<file path="src/rtl/piksel_besleyici.sv">
// piksel_besleyici: streams one frame from frame RAM into a 2-entry FIFO
// Optional checksum on toplam_o enabled by macro PIKSEL_BESLEYICI_TOPLAM_EN
module piksel_besleyici #(
    parameter int PIKSEL_SAYISI = 76800,
    parameter int ADR_W         = 17,
    parameter int VERI_W        = 8
) (
    input  logic              clk_i,
    input  logic              rst_i,
    input  logic              en_i,
    output logic              ram_en_o,
    output logic [ADR_W-1:0]  ram_adr_o,
    input  logic [VERI_W-1:0] ram_veri_i,
    output logic [VERI_W-1:0] veri_o,
    output logic              veri_gecerli_o,
    input  logic              veri_al_i,
    output logic              bitti_o,
    output logic [ADR_W-1:0]  sayac_o,
    output logic [15:0]       toplam_o
);

    typedef enum logic [1:0] {BOSTA, OKU, BOSALT, BITTI} durum_t;

    localparam logic [ADR_W-1:0] SON = ADR_W'(PIKSEL_SAYISI - 1);

    durum_t            durum;
    logic [ADR_W-1:0]  okuma_adr;
    logic              ucta;
    logic [VERI_W-1:0] yedek;
    logic              yedek_v;
    logic              al;
    logic              oku;
    logic              basla;
    logic [1:0]        kredi;

    // Read credit: buffered + in-flight, with this cycle's pop freeing a slot
    always_comb begin
        al    = veri_gecerli_o & veri_al_i;
        basla = (durum == BOSTA) & en_i;
        kredi = 2'(veri_gecerli_o) + 2'(yedek_v) + 2'(ucta);
        oku   = (durum == OKU) && (kredi < (2'd2 + 2'(al)));
    end

    assign ram_en_o  = oku;
    assign ram_adr_o = okuma_adr;

    // Frame sequencing, read address generation and transfer counting
    always_ff @(posedge clk_i or posedge rst_i) begin
        if (rst_i) begin
            durum     <= BOSTA;
            okuma_adr <= '0;
            ucta      <= 1'b0;
            sayac_o   <= '0;
            bitti_o   <= 1'b0;
        end else begin
            ucta <= oku;
            if (al) sayac_o <= sayac_o + 1'b1;
            case (durum)
                BOSTA: begin
                    if (en_i) begin
                        durum     <= OKU;
                        okuma_adr <= '0;
                        sayac_o   <= '0;
                    end
                end
                OKU: begin
                    if (oku) begin
                        if (okuma_adr == SON) durum <= BOSALT;
                        else okuma_adr <= okuma_adr + 1'b1;
                    end
                end
                BOSALT: begin
                    if (al && sayac_o == SON) begin
                        durum   <= BITTI;
                        bitti_o <= 1'b1;
                    end
                end
                BITTI: begin
                    if (!en_i) begin
                        durum   <= BOSTA;
                        bitti_o <= 1'b0;
                    end
                end
                default: durum <= BOSTA;
            endcase
        end
    end

    // Two-entry FIFO whose head register drives veri_o directly
    always_ff @(posedge clk_i or posedge rst_i) begin
        if (rst_i) begin
            veri_o         <= '0;
            veri_gecerli_o <= 1'b0;
            yedek          <= '0;
            yedek_v        <= 1'b0;
        end else if (ucta && al) begin
            if (yedek_v) begin
                veri_o <= yedek;
                yedek  <= ram_veri_i;
            end else begin
                veri_o <= ram_veri_i;
            end
        end else if (al) begin
            if (yedek_v) begin
                veri_o  <= yedek;
                yedek_v <= 1'b0;
            end else begin
                veri_gecerli_o <= 1'b0;
            end
        end else if (ucta) begin
            if (!veri_gecerli_o) begin
                veri_o         <= ram_veri_i;
                veri_gecerli_o <= 1'b1;
            end else begin
                yedek   <= ram_veri_i;
                yedek_v <= 1'b1;
            end
        end
    end

`ifdef PIKSEL_BESLEYICI_TOPLAM_EN
    // Wrap-around sum of transferred pixels, restarted with each frame
    always_ff @(posedge clk_i or posedge rst_i) begin
        if (rst_i) toplam_o <= '0;
        else if (basla) toplam_o <= '0;
        else if (al) toplam_o <= toplam_o + 16'(veri_o);
    end
`else
    logic basla_kullanilmaz;
    assign basla_kullanilmaz = basla;
    assign toplam_o = '0;
`endif

endmodule

</file>
<file path="config.mk">
export PLATFORM = sky130hd
export DESIGN_NAME = piksel_besleyici
export DESIGN_NICKNAME = d
export VERILOG_FILES = /design/src/rtl/piksel_besleyici.sv
export SDC_FILE = /design/constraint.sdc
export NUM_CORES = 1
export LEC_CHECK = 0
export BUFFER_PORTS_ARGS = -buffer_cell sky130_fd_sc_hd__clkbuf_2
export CAP_MARGIN = 0
export CORE_MARGIN = 2
export CORE_UTILIZATION = 57
export CTS_BUF_LIST = sky130_fd_sc_hd__clkbuf_16
export DETAILED_ROUTE_END_ITERATION = 16
export PLACE_DENSITY = 0.95
export SLEW_MARGIN = 30
export SYNTH_ARGS = -nofsm -noshare
export SYNTH_HDL_FRONTEND = slang
export SYNTH_SLANG_ARGS = --single-unit
</file>
<file path="constraint.sdc">
create_clock -name clk_i -period 3.5 [get_ports clk_i]
set_clock_uncertainty 0.05 [all_clocks]
set_input_delay 0.35 -clock clk_i [delete_from_list [all_inputs] [get_ports clk_i]]
set_output_delay 0.35 -clock clk_i [all_outputs]
set_load 0.02 [all_outputs]
</file>
### Word level (Yosys, flattened, before mapping)

Index checks and enable logic that the tools add are counted.

| storage, ports and cells | value |
|---|---|
| bits in latches | 0 |
| input port bits | 12 |
| register bits | 56 |
| memories | 0 |
| bits in writable memories | 0 |
| bits in read-only memories | 0 |

| cells by class | value |
|---|---|
| $lt $le $gt $ge | 1 |
| reductions and logical operators | 18 |
| mux-type cells | 33 |
| bitwise operators | 2 |
| multipliers | 0 |
| $add $sub $neg | 5 |
| div/mod/pow operators | 0 |
| shifts and indexed selects | 0 |
| equal/unequal tests | 16 |

Operators by type and width:

| kind | number |
|---|---|
| 17-bit 2-to-1 mux | 6 |
| 8-bit 2-to-1 mux | 11 |
| 17-bit by 1-bit adder with 17-bit output (second input constant) | 2 |
| 17-bit == test (second input constant) | 2 |
| 17-bit one-hot mux with 2 select lines | 1 |
| 2-bit inequality test (second input constant) | 7 |
| 3-bit AND reduction | 4 |
| 2-bit nonzero test | 6 |
| 2-bit 2-to-1 mux | 5 |
| 1-bit 2-to-1 mux | 8 |
| 2-bit one-hot mux with 4 select lines | 1 |
| 4-bit AND reduction | 2 |
| 5-bit AND reduction | 1 |
| 2-bit == test (second input constant) | 2 |
| 2-bit by 1-bit inequality test with 1-bit output (second input constant) | 2 |
| 1-bit logical AND | 3 |
| 3-bit by 1-bit inequality test with 1-bit output (second input constant) | 1 |
| 3-bit by 2-bit inequality test with 1-bit output (second input constant) | 1 |
| 3-bit nonzero test | 1 |
| 1-bit by 1-bit adder with 2-bit output | 1 |
| 2-bit by 1-bit adder with 2-bit output | 1 |
| 2-bit by 1-bit adder with 2-bit output (first input constant) | 1 |
| 2-bit by 1-bit == test with 1-bit output (second input constant) | 1 |
| 2-bit zero test | 1 |
| other kinds (4) | 4 |

### Logic depth before layout (Yosys ltp)

Gate-level depths: netlist of run 1.

| logic depth | value |
|---|---|
| depth after elaboration | 6 |
| mapped depth | 8 |

### Least setup slack after synthesis of run 1

No wires, ideal clock.

| timing path | value |
|---|---|
| path kind | flip-flop to flip-flop |
| start | reg veri_gecerli_o |
| end | reg okuma_adr[16] (netlist: ram_adr_o[16]) |
| path buffers | 1 |
| data arrival time | 2.388 ns |
| stages on the path, launching flop included | 9 |
| clock period less this slack | 2.570 ns |
| library setup time | 0.132 ns |
| data required time | 3.318 ns |
| slack | 0.930 ns |
| cell sequence | dfrtp_1 clkbuf_1 inv_1 fa_1 a31oi_1 nor4_1 nand4_1 xor2_1 nor2_1 |

| on the way | value |
|---|---|
| longest elaborated chain between the ends | 6 |
| elaborated cells between the ends (all ways) | 8 |
| those cells by class | 3 x add/sub; 1 x order compare; 1 x eq/ne; 1 x bitwise; 2 x reduce/logical |

Ends and longest elaborated chain:

| element | line | text |
|---|---|---|
| from (decl) | 15 | `output logic veri_gecerli_o,` |
| from (signal assigned) | 93 | `veri_gecerli_o <= 1'b0;` |
| from (signal assigned) | 108 | `veri_gecerli_o <= 1'b0;` |
| from (signal assigned) | 113 | `veri_gecerli_o <= 1'b1;` |
| 1-bit by 1-bit adder with 2-bit output or 1-bit AND (tied branches) | 40, 38 |  |
| 2-bit by 1-bit adder with 2-bit output, on equally long branches | 40, 41 |  |
| 2-bit < comparator (*) | 41 | `oku = (durum == OKU) && (kredi < (2'd2 + 2'(al)));` |
| 1-bit logical AND (*) | 41 |  |
| 2-bit inequality test (no line) (*) | n/a |  |
| 4-bit AND reduction (no line) (*) | n/a |  |
| to (signal assigned) | 69 | `else okuma_adr <= okuma_adr + 1'b1;` |
| to (decl) | 27 | `logic [ADR_W-1:0] okuma_adr;` |

Every way passes the cells marked *; elsewhere a longest branch is shown, timed or not.
A chain may end at the register's enable or synchronous reset.

### Worst setup path after layout of run 1

| timing path | value |
|---|---|
| start | reg veri_gecerli_o |
| end | reg okuma_adr[14] (netlist: ram_adr_o[14]) |

The elaborated chain is that of the path after synthesis.

==> flow_summary.json, run 1 <==
{
  "outcome": "finished, final reports clean",
  "antenna_found_initial": 0,
  "critical_path_required_ns": 3.58,
  "synthTopCellsByArea": "dfrtp_1 (47%), nor2_1 (5.4%), xor2_1 (4.7%)",
  "grt_max_degree": 39,
  "worst_pin_slew_ns": 0.9443,
  "cp_max_fo": 12,
  "syn_to_final_growth_pct": 14.60,
  "relSlewSlack_pct": 36.82,
  "drc_errors": 0,
  "fin_crit_sh_pct": 76.77,
  "vias": 2413,
  "ys_warn_count": 0,
  "syn_inst": 309,
  "die_area_um2": 5826,
  "cts_resized": 0,
  "reg2reg_slack_ns": 0.81,
  "drt_wl_total_um": 6151,
  "grt_pass1_wl_um": 10380,
  "cts_sinks": 56,
  "rsz0062_at_grt": "false",
  "initial_utilization_pct": 58.75,
  "setup_viol": 0,
  "numPortBuffers": 56,
  "design_area_um2": 3417,
  "placed_area_um2": 3262,
  "synth_top_area_share_pct": 47.00,
  "hp-class": "primary input to async pin",
  "grt_pass1_vias": 2208,
  "powerDensity_nw_per_um2": 675.5,
  "post_cts_buffers": 0,
  "drv_cap": 0,
  "drv_slew": 0,
  "hold_viol": 0,
  "drt_first_pass_iters": 5,
  "cts-root-buf": "clkbuf_16",
  "clock_path_buffers": 2,
  "cts_buffers": 5,
  "vdd_ir_drop_max_mv": 0.4368,
  "core.rowCount": 26,
  "ys_ff_latch": 56,
  "cp_data_arrival_time_ns": 2.77,
  "p_leak_nw": 1.676,
  "path_class": "flop to flop",
  "seq_area_frac_synth_pct": 47.00,
  "clkTransAtPathRegs_ns": 0.06,
  "crit_path_start_kind": "flop",
  "reg2reg_depth": 7,
  "wire_per_inst_um": 14.21,
  "dp_hpwl_um": 4385,
  "setup_tns_ns": 0,
  "yosys.cell_types.count": 42,
  "path_cells": "inv_1 -> fa_1 -> a31oi_1 -> nor4_1 -> nand3_1 -> xor2_1 -> nor2_1",
  "max_freq_mhz": 372.2,
  "endpoint_kind": "flop",
  "cts_hold_buf": 0,
  "nets": 384,
  "r2r-end": "ram_adr_o[14]$_DFFE_PP0P_",
  "final_cell_mix": "dfrtp_1 (56), clkbuf_2 (56), nor2_1 (43), nand2_1 (26), a21oi_1 (17)",
  "drive_above_1_share_pct": 21.21,
  "die_w_um": 76.33,
  "synth_area_um2": 2982,
  "cts_tree": "yes",
  "core_um2": 5075,
  "drt-initial-drc-count": 189,
  "critPathSlowestCell": "nor4_1",
  "ant_nets": 0,
  "antennaDiodeCount": 0,
  "vias_per_cell": 5.573,
  "htreeDepth": 2,
  "grt-ovfl-total": 0,
  "r2r_start": "veri_gecerli_o$_DFFE_PP0P_",
  "synth_top_area_cell": "dfrtp_1",
  "slowest_delay_ns": 0.65,
  "syn_avg_cell_area_um2": 9.649,
  "clk_latency_ns": 0.29,
  "io_pins": 73,
  "die_y_um": 76.33,
  "gp_congestion": 0.8785,
  "track_usage_pct": 21.84,
  "post-route-min-period_ns": 2.687
}
## per-layer routing
metal	track usage, %	up-vias	wire length [um]
met5	0	-	0
met4	5.636	0	49
met3	3.910	6	409
met2	36.90	107	3097
met1	29.32	1153	2595
li1	-	1147	-
## per-stage QoR
| step | utilization (%) | total power [mW] | setup WS [ns] | hold slack [ns] | std cells |
|---|---|---|---|---|---|
| floorplan | - | 1.562 | 0.9304 | 0.4279 | 324 |
| detailed placement | 64.28 | 1.774 | 0.8414 | 0.4484 | 427 |
| global route | 67.33 | 2.456 | 0.5568 | 0.2168 | 433 |
| global placement | 64.28 | 1.741 | 0.9473 | 0.4368 | 427 |
| finish | 67.33 | 2.308 | 0.8131 | 0.1493 | 433 |
| CTS | 67.33 | 2.317 | 0.8236 | 0.1724 | 433 |
## final cells by class
cell class              count  area (um2)
multi-input cells         233        1444
repair buffers             57       287.8
well taps                  70       87.58
inverters                  11       41.29
clock buffers               5       125.1
clock inverters             1       30.03
flip-flops and latches     56        1401
fillers                   420        1658
## flip-flops by register name (all words and copies together) (netlist names)
signal	flops
bitti_o	1
veri_gecerli_o	1
ram_adr_o	17
yedek	8
ucta	1
veri_o	8
sayac_o	17
yedek_v	1
durum	2
## critical path, delay by kind of cell, from the launching register on
kind | cells | cell delay [ns]
and+or+nand+nor | 3 | 0.90
AOI/OAI and AO/OA | 1 | 0.13
DFF | 1 | 0.55
xor gates and xnor gates | 1 | 0.18
adders and majority gates | 1 | 0.58
buffers and inverters | 1 | 0.14
## report_power, final
| part | internal [mW] | switching [mW] |
|---|---|---|
| clock network | 0.330 | 0.207 |
| logic | 0.306 | 0.532 |
| registers | 0.804 | 0.128 |
## worst max-delay path by stage
stage,start,endpoint,slack [ns]
after floorplan,veri_gecerli_o$_DFFE_PP0P_,ram_adr_o[16]$_DFFE_PP0P_,0.93
after global placement,veri_gecerli_o$_DFFE_PP0P_,ram_adr_o[16]$_DFFE_PP0P_,0.95
after detailed placement,veri_gecerli_o$_DFFE_PP0P_,ram_adr_o[14]$_DFFE_PP0P_,0.84
after CTS,veri_gecerli_o$_DFFE_PP0P_,ram_adr_o[14]$_DFFE_PP0P_,0.82
after global routing,veri_gecerli_o$_DFFE_PP0P_,ram_adr_o[14]$_DFFE_PP0P_,0.56
final,veri_gecerli_o$_DFFE_PP0P_,ram_adr_o[14]$_DFFE_PP0P_,0.81
## kinds of logic after synthesis
kind of cell / synth area share (%)
DFF: 47.00
other: 0.1258
adders and majority gates: 3.609
xor gates and xnor gates: 7.344
AOI/OAI and AO/OA: 9.442
buffers and inverters: 6.463
and+or+nand+nor: 21.23
muxes: 4.784
## synth_stat cells (all sizes together)
library cell / count
nor2b: 2
a21oi: 18
xor2: 16
and4: 3
nand4: 13
ha: 7
a2111oi: 3
a22o: 1
clkbuf: 7
or3: 3
dfrtp: 56
conb: 1
a211oi: 2
and2: 3
nand3b: 1
nand4b: 1
o211ai: 1
nor4: 4
mux2: 10
xnor2: 9
nor2: 43
a31o: 1
or4b: 1
nand3: 16
nand2b: 1
o21ai: 8
o32a: 1
mux2i: 3
nor4b: 1
a31oi: 3
inv: 11
a22oi: 7
and3: 7
buf: 17
nand2: 26
fa: 1
nor3b: 1
No activity file was read; power rests on OpenSTA's default activity.
==> inputs of run 2 (changes only) <==
--- a/config.mk
+++ b/config.mk
@@ -5,13 +5,14 @@
 export SDC_FILE = /design/constraint.sdc
 export NUM_CORES = 1
 export LEC_CHECK = 0
+export ABC_AREA = 1
 export BUFFER_PORTS_ARGS = -buffer_cell sky130_fd_sc_hd__clkbuf_2
 export CAP_MARGIN = 0
 export CORE_MARGIN = 2
-export CORE_UTILIZATION = 57
+export CORE_UTILIZATION = 50
 export CTS_BUF_LIST = sky130_fd_sc_hd__clkbuf_16
 export DETAILED_ROUTE_END_ITERATION = 16
-export PLACE_DENSITY = 0.95
+export PLACE_DENSITY = 0.88
 export SLEW_MARGIN = 30
 export SYNTH_ARGS = -nofsm -noshare
 export SYNTH_HDL_FRONTEND = slang
==> constraint.sdc (replaced) <==
create_clock -name clk_i -period 2.2 [get_ports clk_i]
set_clock_uncertainty 0.05 [all_clocks]
set_input_delay 0.22 -clock clk_i [delete_from_list [all_inputs] [get_ports clk_i]]
set_output_delay 0.22 -clock clk_i [all_outputs]
set_load 0.02 [all_outputs]
==> flow_summary.json, run 2 <==
{
  "outcome": "finished, final reports clean",
  "slowest_delay_ns": 0.52,
  "cts_buffers": 5,
  "io_pins": 73,
  "gp_congestion": 0.9050,
  "antenna_found_initial": 0,
  "p_leak_nw": 1.983,
  "cts_tree": "yes",
  "drv_cap": 0,
  "ys_async_sr_fraction_pct": 100.0,
  "drt_first_pass_iters": 4,
  "drc_errors": 0,
  "setup_viol": 0,
  "drv_slew": 0,
  "grt-ovfl-total": 0,
  "grt_max_degree": 32,
  "synth_area_um2": 3416,
  "post-route-min-period_ns": 2.085,
  "grt_pass1_wl_um": 12700,
  "synth_top_area_cell": "dfrtp_1",
  "path_class": "flop to primary output",
  "endpoint_kind": "primary output",
  "clkTransAtPathRegs_ns": 0.07,
  "grt_pass1_vias": 2782,
  "cp_max_fo": 4,
  "fin_crit_sh_pct": 94.75,
  "synthTopCellsByArea": "dfrtp_1 (41%), nand2_1 (13%), nor2_1 (6.0%)",
  "r2r-end": "ram_adr_o[9]$_DFFE_PP0P_",
  "die_y_um": 86.66,
  "critPathSlowestCell": "fa_1",
  "final_cell_mix": "nand2_1 (117), dfrtp_1 (56), clkbuf_2 (56), nor2_1 (55)",
  "die_w_um": 86.66,
  "cts_sinks": 56,
  "ys_ff_latch": 56,
  "drt-initial-drc-count": 158,
  "numPortBuffers": 56,
  "synth_edf_count": 0,
  "relSlewSlack_pct": 62.62,
  "reg2reg_depth": 10,
  "ys.flop_type": "dfrtp_1",
  "yosys.cell_types.count": 39,
  "cts-root-buf": "clkbuf_16",
  "ys_warn_count": 0,
  "hold_viol": 0,
  "max_freq_mhz": 479.7,
  "multi_input_area_um2": 1738,
  "crit_path_start_kind": "flop",
  "hp-class": "primary input to flop",
  "vias": 3104,
  "track_usage_pct": 20.92,
  "wire_per_inst_um": 12.76,
  "layout_commonest_cell": "nand2_1",
  "nets": 530,
  "syn_to_final_growth_pct": 15.38,
  "drive_above_1_share_pct": 20.55,
  "seq_area_um2": 1401,
  "rsz0062_at_grt": "false",
  "synth_top_area_share_pct": 41.03,
  "clk_latency_ns": 0.29,
  "core.rowCount": 30,
  "setup_tns_ns": 0,
  "reg2reg_slack_ns": 0.18,
  "cp_data_arrival_time_ns": 1.81,
  "die_area_um2": 7509,
  "min_from": "ram_veri_i[2]",
  "synth.most_common_cell": "nand2_1",
  "antennaDiodeCount": 0,
  "path_cells": "inv_1 -> fa_1 -> nand3_1 -> a21oi_2 -> clkbuf_2",
  "vdd_ir_drop_max_mv": 0.4095,
  "hold_path_end": "veri_o[2]$_DFFE_PP0P_",
  "fin_util_pct": 58.66,
  "initial_utilization_pct": 50.84,
  "syn_inst": 443,
  "ant_nets": 0,
  "core_um2": 6719,
  "seq_area_frac_synth_pct": 41.03,
  "powerDensity_nw_per_um2": 1056,
  "syn_avg_cell_area_um2": 7.711,
  "vias_per_cell": 5.252,
  "clock_path_buffers": 2,
  "holdPathStages": 3,
  "drt_wl_total_um": 7543,
  "r2r_start": "yedek_v$_DFFE_PP0P_",
  "worst_pin_slew_ns": 0.5599,
  "critical_path_required_ns": 1.93,
  "num-fill-cells": 589,
  "yosys-top-cells-count": "nand2_1 (117), dfrtp_1 (56), nor2_1 (55)",
  "dp_hpwl_um": 5483,
  "htreeDepth": 2
}
-- run 2: kinds of logic after synthesis --
| group | synth area share (%) |
|---|---|
| AO/OA/AOI/OAI | 8.901 |
| buffers and inverters | 9.854 |
| AND/OR/NAND/NOR | 31.25 |
| multiplexers | 2.637 |
| XOR/XNOR | 3.077 |
| flip-flops | 41.03 |
| adder cells (fa/ha/maj) | 3.150 |
| other | 0.1098 |
-- run 2: how the worst max path moves through the flow --
stage / slack (ns) / startpoint / cells past startpoint / end
global route: 0.008 / ucta$_DFF_PP0_ / 5 / ram_en_o
detailed placement: 0.08 / yedek_v$_DFFE_PP0P_ / 10 / ram_adr_o[12]$_DFFE_PP0P_
finish: 0.12 / ucta$_DFF_PP0_ / 5 / ram_en_o
floorplan: 0.07 / veri_gecerli_o$_DFFE_PP0P_ / 10 / ram_adr_o[10]$_DFFE_PP0P_
CTS: 0.06 / yedek_v$_DFFE_PP0P_ / 5 / ram_en_o
global placement: 0.19 / yedek_v$_DFFE_PP0P_ / 10 / ram_adr_o[11]$_DFFE_PP0P_
-- run 2: cell type report --
class,instances,area share (%)
Inverter,44,4.190
Tap cell,80,2.540
Multi-Input combinational cell,335,44.10
Timing Repair Buffer,68,10.10
Clock buffer,5,3.175
Sequential cell,56,35.56
Clock inverter,3,0.3492
-- run 2: routing by layer --
metal	track usage, %	share of wire, %
met3	3.429	5.7
met5	0	0
met1	28.01	43
met2	33.99	49
met4	8.239	1.7
-- run 2: report_power, final --
| part | leakage, nW | internal, mW | switching [mW] |
|---|---|---|---|
| Sequential | 0.729 | 1.29 | 0.206 |
| Combinational | 1.18 | 0.670 | 1.22 |
| Clock | 0.0710 | 0.415 | 0.360 |
| Total | 1.98 | 2.38 | 1.79 |
-- run 2: stage by stage --
step	area (um2)	hold slack [ns]	std cells	power [mW]	setup slack, ns
floorplan	3472	0.3069	458	2.844	0.06959
global placement	3754	0.2352	579	3.232	0.1893
detailed placement	3754	0.2373	579	3.315	0.08333
CTS	3902	0.1093	588	4.096	0.06162
global route	3941	0.1174	591	4.445	0.007942
finish	3941	0.1131	591	4.163	0.1154
-- run 2: what timing repair did --
item,4_1_cts,5_1_grt
gates resized for setup,0,2
endpoints found under the setup margin,0,16
endpoints found under the hold margin,25,0
hold buffers,1,0
setup buffers,0,3
-- run 2: worst max-delay path: cells and delay by family, from the launching register on --
family / cells / cell delay [ns]
AO/OA/AOI/OAI: 1 / 0.18
flip-flops: 1 / 0.41
adder cells (fa/ha/maj): 1 / 0.52
buffers and inverters: 2 / 0.29
AND/OR/NAND/NOR: 1 / 0.12
==> inputs of run 3 (changes only) <==
--- a/config.mk
+++ b/config.mk
@@ -9,10 +9,10 @@
 export BUFFER_PORTS_ARGS = -buffer_cell sky130_fd_sc_hd__clkbuf_2
 export CAP_MARGIN = 0
 export CORE_MARGIN = 2
-export CORE_UTILIZATION = 50
+export CORE_UTILIZATION = 59
 export CTS_BUF_LIST = sky130_fd_sc_hd__clkbuf_16
 export DETAILED_ROUTE_END_ITERATION = 16
-export PLACE_DENSITY = 0.88
+export PLACE_DENSITY = 0.95
 export SLEW_MARGIN = 30
 export SYNTH_ARGS = -nofsm -noshare
 export SYNTH_HDL_FRONTEND = slang
==> constraint.sdc (replaced) <==
create_clock -name clk_i -period 2.51 [get_ports clk_i]
set_clock_uncertainty 0.05 [all_clocks]
set_input_delay 0.251 -clock clk_i [delete_from_list [all_inputs] [get_ports clk_i]]
set_output_delay 0.251 -clock clk_i [all_outputs]
set_load 0.02 [all_outputs]
==> flow_summary.json, run 3 (synthesized netlist as in run 2, its figures left out) <==
{
  "grt_max_degree": 31,
  "outcome": "finished, final reports clean",
  "gp_congestion": 0.8458,
  "die_w_um": 80.09,
  "syn_to_final_growth_pct": 13.70,
  "seq_area_um2": 1401,
  "htreeDepth": 2,
  "setup_viol": 0,
  "post_cts_buffers": 0,
  "cts_tree": "yes",
  "max_freq_mhz": 440.1,
  "post-route-min-period_ns": 2.272,
  "num-fill-cells": 427,
  "drt_wl_total_um": 7798,
  "powerDensity_nw_per_um2": 932.6,
  "fin_util_pct": 70.10,
  "ant_nets": 0,
  "core.rowCount": 27,
  "rsz0062_at_grt": "false",
  "power_mw": 3.622,
  "drv_slew": 0,
  "die_area_um2": 6414,
  "numPortBuffers": 56,
  "drc_errors": 0,
  "vias": 3151,
  "cts_sinks": 56,
  "crit_path_start_kind": "flop",
  "multi_input_area_um2": 1734,
  "grt_pass1_wl_um": 13370,
  "grt-ovfl-total": 0,
  "worst_pin_slew_ns": 0.5992,
  "hp-class": "primary input to flop",
  "holdPathStages": 3,
  "grt_pass1_vias": 3123,
  "layout_commonest_cell": "nand2_1",
  "endpoint_kind": "flop",
  "r2r_start": "ucta$_DFF_PP0_",
  "r2r-end": "ram_adr_o[15]$_DFFE_PP0P_",
  "drt_first_pass_iters": 4,
  "track_usage_pct": 26.35,
  "vias_per_cell": 5.461,
  "setup_tns_ns": 0,
  "fin_crit_sh_pct": 90.53,
  "clock_path_buffers": 2,
  "wire_per_inst_um": 13.51,
  "path_class": "flop to flop",
  "min_from": "ram_veri_i[4]",
  "critical_path_required_ns": 2.65,
  "core_um2": 5540,
  "die_y_um": 80.09,
  "clk_latency_ns": 0.30,
  "nets": 524,
  "relSlewSlack_pct": 60.00,
  "io_pins": 73,
  "reg2reg_slack_ns": 0.24,
  "vdd_ir_drop_max_mv": 0.5421,
  "clkTransAtPathRegs_ns": 0.07,
  "reg2reg_depth": 10,
  "hold_viol": 0,
  "antenna_found_initial": 0,
  "final_cell_mix": "nand2_1 (117), dfrtp_1 (56), clkbuf_2 (56), nor2_1 (55), inv_1 (38)",
  "drt-initial-drc-count": 144,
  "p_leak_nw": 1.952,
  "cp_max_fo": 19,
  "dp_hpwl_um": 5614,
  "initial_utilization_pct": 61.65,
  "antennaDiodeCount": 0,
  "cts-root-buf": "clkbuf_16",
  "cp_data_arrival_time_ns": 2.41,
  "drv_cap": 0,
  "hold_path_end": "veri_o[4]$_DFFE_PP0P_",
  "cts_buffers": 5,
  "drive_above_1_share_pct": 19.41
}
## run 3: cell count changes in the layout (fill, tap and decap cells not counted), sizes merged
cell      delta
buf          -6
clkinv       -2
clkinvlp     +1
inv          +1
## run 3: worst max path at each step
| stage | depth (start not counted) | from | slack, ns | endpoint |
|---|---|---|---|---|
| 4_1_cts | 10 | ucta$_DFF_PP0_ | 0.25 | ram_adr_o[15]$_DFFE_PP0P_ |
| 3_5_place_dp | 10 | ucta$_DFF_PP0_ | 0.31 | ram_adr_o[10]$_DFFE_PP0P_ |
| 3_3_place_gp | 10 | ucta$_DFF_PP0_ | 0.44 | ram_adr_o[11]$_DFFE_PP0P_ |
| 6_report | 10 | ucta$_DFF_PP0_ | 0.24 | ram_adr_o[15]$_DFFE_PP0P_ |
| 2_1_floorplan | 10 | veri_gecerli_o$_DFFE_PP0P_ | 0.38 | ram_adr_o[10]$_DFFE_PP0P_ |
| 5_1_grt | 10 | ucta$_DFF_PP0_ | 0.06 | ram_adr_o[12]$_DFFE_PP0P_ |
## run 3: timing repair
| action | CTS | global route |
|---|---|---|
| endpoints found under the hold margin | 26 | 0 |
| hold buffers | 1 | 0 |
| resized for setup | 0 | 0 |
| setup endpoints to repair | 0 | 0 |
## run 3: layout make-up
class / count / area share [%]
Timing Repair Buffer: 62 / 8.763
Clock buffer: 5 / 3.222
Multi-Input combinational cell: 335 / 44.65
Inverter: 44 / 4.253
Clock inverter: 3 / 0.7088
Tap cell: 72 / 2.320
Sequential cell: 56 / 36.08
## run 3: layer usage
layer / GRT usage, % / wire length [um] / vias up
li1: - / - / 1523
met1: 31.13 / 3173 / 1504
met2: 47.25 / 4049 / 111
met3: 4.045 / 443 / 13
met4: 11.36 / 131 / 0
met5: 0 / 0 / -
## run 3: critical path: stages (launching register included)
cell	delay [ns]
dfrtp_1	0.42
inv_1	0.21
fa_1	0.46
nand3_1	0.12
nand3_1	0.10
o21ai_1	0.14
inv_1	0.10
nand3_4	0.22
nand2_4	0.17
nand2_1	0.11
nand2_1	0.05
## run 3: through the flow
stage | worst slack [ns] | instances | hold slack [ns] | instance area [um2]
final | 0.2377 | 577 | 0.1324 | 3884
after CTS | 0.2477 | 577 | 0.1337 | 3884
after floorplan | 0.3796 | 458 | 0.3379 | 3472
after global placement | 0.4432 | 568 | 0.2673 | 3721
after detailed placement | 0.3131 | 568 | 0.2779 | 3721
after global routing | 0.06153 | 577 | 0.1365 | 3884
## run 3: power by group
part	switching, mW	total [mW]	internal [mW]
Combinational	1.07	1.58	0.509
Clock	0.352	0.732	0.380
Sequential	0.183	1.31	1.13
Total	1.60	3.62	2.02
